`src/rtl/maxnet_pkg.sv`:
```
// Shared constants, state encoding and the optional negative-clamp rule for the Maxnet activation loader.
// Optional feature macro: MAXNET_CLAMP_NEG_EN (store negative words as zero).
package maxnet_pkg;

    localparam int unsigned DATA_W = 32;
    localparam int unsigned NUM_PU = 4;
    localparam int unsigned CNT_W  = $clog2(NUM_PU);

    typedef enum logic [1:0] {
        FILL   = 2'd0,
        CHECK  = 2'd1,
        LAUNCH = 2'd2,
        WAIT   = 2'd3
    } state_e;

    // Value actually stored in a lane for an incoming word
    function automatic logic [DATA_W-1:0] clamp_word(input logic [DATA_W-1:0] word);
`ifdef MAXNET_CLAMP_NEG_EN
        return word[DATA_W-1] ? '0 : word;
`else
        return word;
`endif
    endfunction

endpackage

```
`src/rtl/maxnet_act_reg.sv`:
```
// One activation lane register: load enable, async clear, optional negative clamp.
// Optional feature macro: MAXNET_CLAMP_NEG_EN (applied through maxnet_pkg::clamp_word).
module maxnet_act_reg
    import maxnet_pkg::*;
(
    input  logic              i_clk,
    input  logic              i_rst_n,
    input  logic              i_load,
    input  logic [DATA_W-1:0] i_data,
    output logic [DATA_W-1:0] o_q
);

    logic [DATA_W-1:0] r_q;

    always_ff @(posedge i_clk or negedge i_rst_n) begin
        if (!i_rst_n) begin
            r_q <= '0;
        end else if (i_load) begin
            r_q <= clamp_word(i_data);
        end
    end

    assign o_q = r_q;

endmodule

```
`src/rtl/maxnet_act_loader.sv`:
```
// Buffers four serial activation words into lane registers and launches the Maxnet datapath.
// Optional feature macro: MAXNET_CLAMP_NEG_EN (negative words stored as zero).
module maxnet_act_loader
    import maxnet_pkg::*;
(
    input  logic              clk,
    input  logic              rst_n,
    input  logic              in_valid,
    output logic              in_ready,
    input  logic [DATA_W-1:0] in_data,
    input  logic              flush,
    input  logic              is_finished,
    output logic              start,
    output logic [DATA_W-1:0] a1,
    output logic [DATA_W-1:0] a2,
    output logic [DATA_W-1:0] a3,
    output logic [DATA_W-1:0] a4,
    output logic              busy,
    output logic              err_all_zero
);

    state_e            r_state;
    state_e            w_state_nxt;
    logic [CNT_W-1:0]  r_cnt;
    logic [CNT_W-1:0]  w_cnt_nxt;
    logic              r_in_ready;
    logic              w_in_ready_nxt;
    logic              r_start;
    logic              w_start_nxt;
    logic              r_busy;
    logic              w_busy_nxt;
    logic              r_err;
    logic              w_err_nxt;

    logic              w_xfer;
    logic              w_lanes_zero;
    logic              w_frame_zero;
    logic [NUM_PU-1:0] w_load;
    logic [DATA_W-1:0] w_lane [NUM_PU];

    // A flushed beat is dropped, never written
    assign w_xfer = (r_state == FILL) && r_in_ready && in_valid && !flush;

    for (genvar k = 0; k < NUM_PU; k++) begin : g_lane
        assign w_load[k] = w_xfer && (r_cnt == CNT_W'(k));

        maxnet_act_reg u_lane (
            .i_clk   (clk),
            .i_rst_n (rst_n),
            .i_load  (w_load[k]),
            .i_data  (in_data),
            .o_q     (w_lane[k])
        );
    end

    always_comb begin
        w_lanes_zero = 1'b1;
        for (int unsigned k = 0; k < NUM_PU; k++) begin
            if (w_lane[k] != '0) w_lanes_zero = 1'b0;
        end
    end

    // Zero test of the frame as it will stand once the incoming last beat lands
    always_comb begin
        w_frame_zero = (clamp_word(in_data) == '0);
        for (int unsigned k = 0; k < NUM_PU - 1; k++) begin
            if (w_lane[k] != '0) w_frame_zero = 1'b0;
        end
    end

    always_comb begin
        w_state_nxt = r_state;
        w_cnt_nxt   = r_cnt;
        w_err_nxt   = 1'b0;
        case (r_state)
            FILL: begin
                if (flush) begin
                    w_cnt_nxt = '0;
                end else if (w_xfer) begin
                    if (r_cnt == CNT_W'(NUM_PU - 1)) begin
                        w_cnt_nxt   = '0;
                        w_state_nxt = CHECK;
                        w_err_nxt   = w_frame_zero;
                    end else begin
                        w_cnt_nxt = r_cnt + CNT_W'(1);
                    end
                end
            end
            CHECK:   w_state_nxt = w_lanes_zero ? FILL : LAUNCH;
            LAUNCH:  w_state_nxt = WAIT;
            WAIT:    if (is_finished) w_state_nxt = FILL;
            default: w_state_nxt = FILL;
        endcase
        w_in_ready_nxt = (w_state_nxt == FILL);
        w_start_nxt    = (w_state_nxt == LAUNCH);
        w_busy_nxt     = (w_state_nxt == LAUNCH) || (w_state_nxt == WAIT);
    end

    always_ff @(posedge clk or negedge rst_n) begin
        if (!rst_n) begin
            r_state    <= FILL;
            r_cnt      <= '0;
            r_in_ready <= 1'b0;
            r_start    <= 1'b0;
            r_busy     <= 1'b0;
            r_err      <= 1'b0;
        end else begin
            r_state    <= w_state_nxt;
            r_cnt      <= w_cnt_nxt;
            r_in_ready <= w_in_ready_nxt;
            r_start    <= w_start_nxt;
            r_busy     <= w_busy_nxt;
            r_err      <= w_err_nxt;
        end
    end

    assign in_ready     = r_in_ready;
    assign start        = r_start;
    assign busy         = r_busy;
    assign err_all_zero = r_err;
    assign a1           = w_lane[0];
    assign a2           = w_lane[1];
    assign a3           = w_lane[2];
    assign a4           = w_lane[3];

endmodule

```
`config.mk`:
```
export PLATFORM = sky130hd
export DESIGN_NAME = maxnet_act_loader
export DESIGN_NICKNAME = d
export VERILOG_FILES = /design/src/rtl/maxnet_pkg.sv /design/src/rtl/maxnet_act_reg.sv /design/src/rtl/maxnet_act_loader.sv
export SDC_FILE = /design/constraint.sdc
export NUM_CORES = 1
export LEC_CHECK = 0
export ABC_AREA = 1
export BUFFER_PORTS_ARGS = -buffer_cell sky130_fd_sc_hd__buf_2
export CORE_ASPECT_RATIO = 1.5
export CORE_MARGIN = 5
export CORE_UTILIZATION = 53
export CTS_BUF_LIST = sky130_fd_sc_hd__clkbuf_8
export CTS_CLUSTER_SIZE = 10
export DETAILED_ROUTE_END_ITERATION = 10
export GPL_ROUTABILITY_DRIVEN = 0
export PLACE_DENSITY = 0.88
export SYNTH_ARGS = -nofsm -noshare
export SYNTH_HDL_FRONTEND = slang
export SYNTH_SLANG_ARGS = --single-unit
```
`constraint.sdc`:
```
create_clock -name clk -period 2 [get_ports clk]
set_clock_uncertainty 0.1 [all_clocks]
set_input_delay 0.3 -clock clk [delete_from_list [all_inputs] [get_ports clk]]
set_output_delay 0.3 -clock clk [all_outputs]
set_load 0.1 [all_outputs]
```
==> impl_table.tex <==
\begin{tabular}{lr}
\hline
Metric & Value \\
\hline
\multicolumn{2}{l}{\textbf{Final layout}} \\
\quad Leading cell type in the layout, fill and taps excluded & sky130\_fd\_sc\_hd\_\_nand2\_1 \\
\quad FILL cells & 862 \\
\quad Layout Utilization & 67.12\% \\
\quad Layout cells sized above 1 & 30.28\% \\
\quad Area overhead of the layout relative to synthesis & 24.94\% \\
\quad Post-route design area & 0.007069 mm² \\
\quad Most frequent cells in the layout & sky130\_fd\_sc\_hd\_\_nand2\_1 (178), sky130\_fd\_sc\_hd\_\_buf\_2 (167), sky130\_fd\_sc\_hd\_\_dfrtp\_1 (135) \\
\quad \# diodes & 0 \\
\quad Nets@finish & 837 \\
\multicolumn{2}{l}{\textbf{Clocking}} \\
\quad Clock tree from TritonCTS & done \\
\quad Count of buffers added by post-CTS timing repair for setup & 0 \\
\quad Cell chosen for the clock root & sky130\_fd\_sc\_hd\_\_clkbuf\_8 \\
\quad Maximum buffer depth of the clock tree & 2 \\
\quad Clock transition at the registers of the reported paths & 0.07 ns \\
\quad CTS HTree Levels & 4 \\
\quad Worst-Skew Late Latency & 0.44 ns \\
\quad Number of buffers inserted during clock tree synthesis & 17 \\
\quad Clk sink count & 136 \\
\multicolumn{2}{l}{\textbf{Detailed routing}} \\
\quad DRT iter0 DRCs & 284 \\
\quad Post-route ant nets & 0 \\
\quad Detailed-route DRC error count & 0 \\
\quad Post-detailed-route via-to-cell ratio & 5.147 \\
\quad Vias & 4905 \\
\quad TritonRoute pass-1 iters & 5 \\
\quad Final routed wire length divided by cell count & 16.01 µm \\
\quad Wire length reported by the detailed router & 15.26 mm \\
\multicolumn{2}{l}{\textbf{Synth}} \\
\quad Cell count after synthesis & 625 \\
\quad Yosys cell types & 21 \\
\quad Summed instance area of the synthesized netlist & 0.005658 mm² \\
\quad Post-synth top area cell & sky130\_fd\_sc\_hd\_\_dfrtp\_1 \\
\quad Syn. warnings & 0 \\
\quad Sequential area share after synthesis & 60.15\% \\
\quad Yosys reg bits & 136 \\
\quad Syn\_nets & 666 \\
\quad Average size of a mapped cell & 9.053 µm² \\
\quad Synth top area cells & sky130\_fd\_sc\_hd\_\_dfrtp\_1 (60\%), sky130\_fd\_sc\_hd\_\_nand2\_1 (12\%), sky130\_fd\_sc\_hd\_\_o21ai\_0 (8.7\%) \\
\quad Proportion of netlist area held by the largest area contributor & 60.15\% \\
\multicolumn{2}{l}{\textbf{Min path}} \\
\quad Worst hold path type & in -> reg \\
\multicolumn{2}{l}{\textbf{Worst setup path}} \\
\quad Worst Setup End Kind & flop \\
\quad Critical path class & reg -> reg \\
\quad Type of element launching the critical path & flop \\
\quad CP Max Fanout & 64 \\
\quad Arrival time worst endpoint & 2.00 ns \\
\quad Critical path data required time & 2.27 ns \\
\multicolumn{2}{l}{\textbf{Timing}} \\
\quad Transition time at the pin with the least slew margin & 0.5594 ns \\
\quad Final sum of negative setup slack & 0 ns \\
\quad Final worst-path setup slack & 0.2676 ns \\
\quad Final Max Slew Viols & 0 \\
\quad Final Hold Fails & 0 \\
\quad Achievable Freq & 0.5772 GHz \\
\quad Finish-stage setup viols & 0 \\
\quad Minimum clock period & 1.732 ns \\
\quad RSZ-0062 raised after global routing & no \\
\quad Remaining max-slew budget at the tightest pin & 62.71\% \\
\quad Ratio of final minimum period to clock period & 86.62\% \\
\multicolumn{2}{l}{\textbf{Place}} \\
\quad HPWL after detailed placement & 11.13 mm \\
\quad Cell area after placement & 0.006618 mm² \\
\quad Count of input and output buffers & 168 \\
\quad Pre-CTS setup slack & 0.1840 ns \\
\multicolumn{2}{l}{\textbf{GRT}} \\
\quad Wire length of the first global-routing pass & 24.60 mm \\
\quad Number of global-route vias before repair & 4937 \\
\quad Remaining Overflow, GRT & 0 \\
\quad Total routing usage reported by global routing & 25.24\% \\
\quad Pin count of the biggest net entering global routing & 66 \\
\quad Antenna violations before repair & 0 \\
\multicolumn{2}{l}{\textbf{Die}} \\
\quad Initial core utilization & 53.72\% \\
\quad Core Rows & 46 \\
\quad Top-level port count & 169 \\
\quad Die Span Y & 136.5 µm \\
\quad Die X & 94.36 µm \\
\quad Die Outline Area & 0.01288 mm² \\
\quad Placeable core region & 0.01053 mm² \\
\multicolumn{2}{l}{\textbf{Outcome}} \\
\quad Result of the run & finished clean \\
\multicolumn{2}{l}{\textbf{Run}} \\
\quad Number of maximum-capacitance constraint violations & 0 \\
\hline
\end{tabular}
==> cells by family (layout without fill, tap and decap cells) <==
group	Yosys count	count (layout)	share of synthesized area [%]
compound gates	130	130	13.36
buf+inv	65	249	5.351
simple gates	290	290	20.26
fa+ha+maj	4	4	0.8846
flops	136	136	60.15
==> metrics by stage <==
stage	hold WS [ns]	std cells
finish	0.04264	953
global route	0.06765	953
CTS	0.03263	953
detailed placement	0.1032	920
global placement	0.1035	920
floorplan	-0.09559	625
==> layer usage <==
layer  track usage (%)  share of wire, %
met4             11.97               3.7
met5                 0                 0
met2             43.68                52
met3             5.006               6.5
met1             29.96                38
==> timing repair <==
item | CTS | global route
hold buffers | 1 | 0
endpoints found under the hold margin | 71 | 0
endpoints found under the setup margin | 0 | 1
gates resized for setup | 0 | 1
==> sequential cells by signal (all words and copies together), names as in the netlist <==
register,flops
in_ready,1
r_state,2
err_all_zero,1
start,1
r_cnt,2
busy,1
g_lane.u_lane.o_q,128
==> critical path: stages, from the launching register on <==
cell and delay, ns:
sky130_fd_sc_hd__dfrtp_1 0.41, sky130_fd_sc_hd__nor2_2 0.15, sky130_fd_sc_hd__nand2_2 0.09, sky130_fd_sc_hd__nor2_4 0.19
sky130_fd_sc_hd__inv_2 0.07, sky130_fd_sc_hd__nor2_4 0.13, sky130_fd_sc_hd__inv_6 0.20, sky130_fd_sc_hd__nor2_2 0.16
sky130_fd_sc_hd__nand3_1 0.09, sky130_fd_sc_hd__nor2_1 0.09
==> area by class of cell <==
| cell class | count | area (µm²) | area share (%) |
|---|---|---|---|
| Clock buffer | 19 | 261.5 | 3.699 |
| Inverter | 41 | 158.9 | 2.248 |
| Clock inverter | 13 | 177.7 | 2.513 |
| Timing Repair Buffer | 176 | 934.6 | 13.22 |
| Multi-Input combinational cell | 424 | 1952 | 27.61 |
| Tap cell | 144 | 180.2 | 2.549 |
| Sequential cell | 136 | 3405 | 48.16 |
==> final timing paths <==
| check | start | to | slack [ns] | cells past startpoint |
|---|---|---|---|---|
| worst min-delay path | in_data[14] | g_lane[3].u_lane.o_q[14] | 0.04 | 3 |
| worst min register to register | g_lane[3].u_lane.o_q[1] | g_lane[3].u_lane.o_q[1] | 0.41 | 2 |
| worst max-delay path | r_state[1] | err_all_zero | 0.27 | 9 |
| min in group asynchronous | rst_n | g_lane[0].u_lane.o_q[24] | 0.21 | 2 |
| max in group asynchronous | rst_n | g_lane[1].u_lane.o_q[12] | 0.95 | 3 |
| worst max register to register | r_state[1] | err_all_zero | 0.27 | 9 |
==> synth_stat cells, drive strengths merged <==
master,number
a21oi,1
buf,15
clkbuf,9
dfrtp,136
ha,4
inv,41
nand2,182
nand3,5
nand4,4
nor2,94
nor3,1
nor4,4
o21ai,129
Power is left out: the tool's default activity adds up to more than one toggle a clock period on the data nets, which glitch-free logic cannot reach.
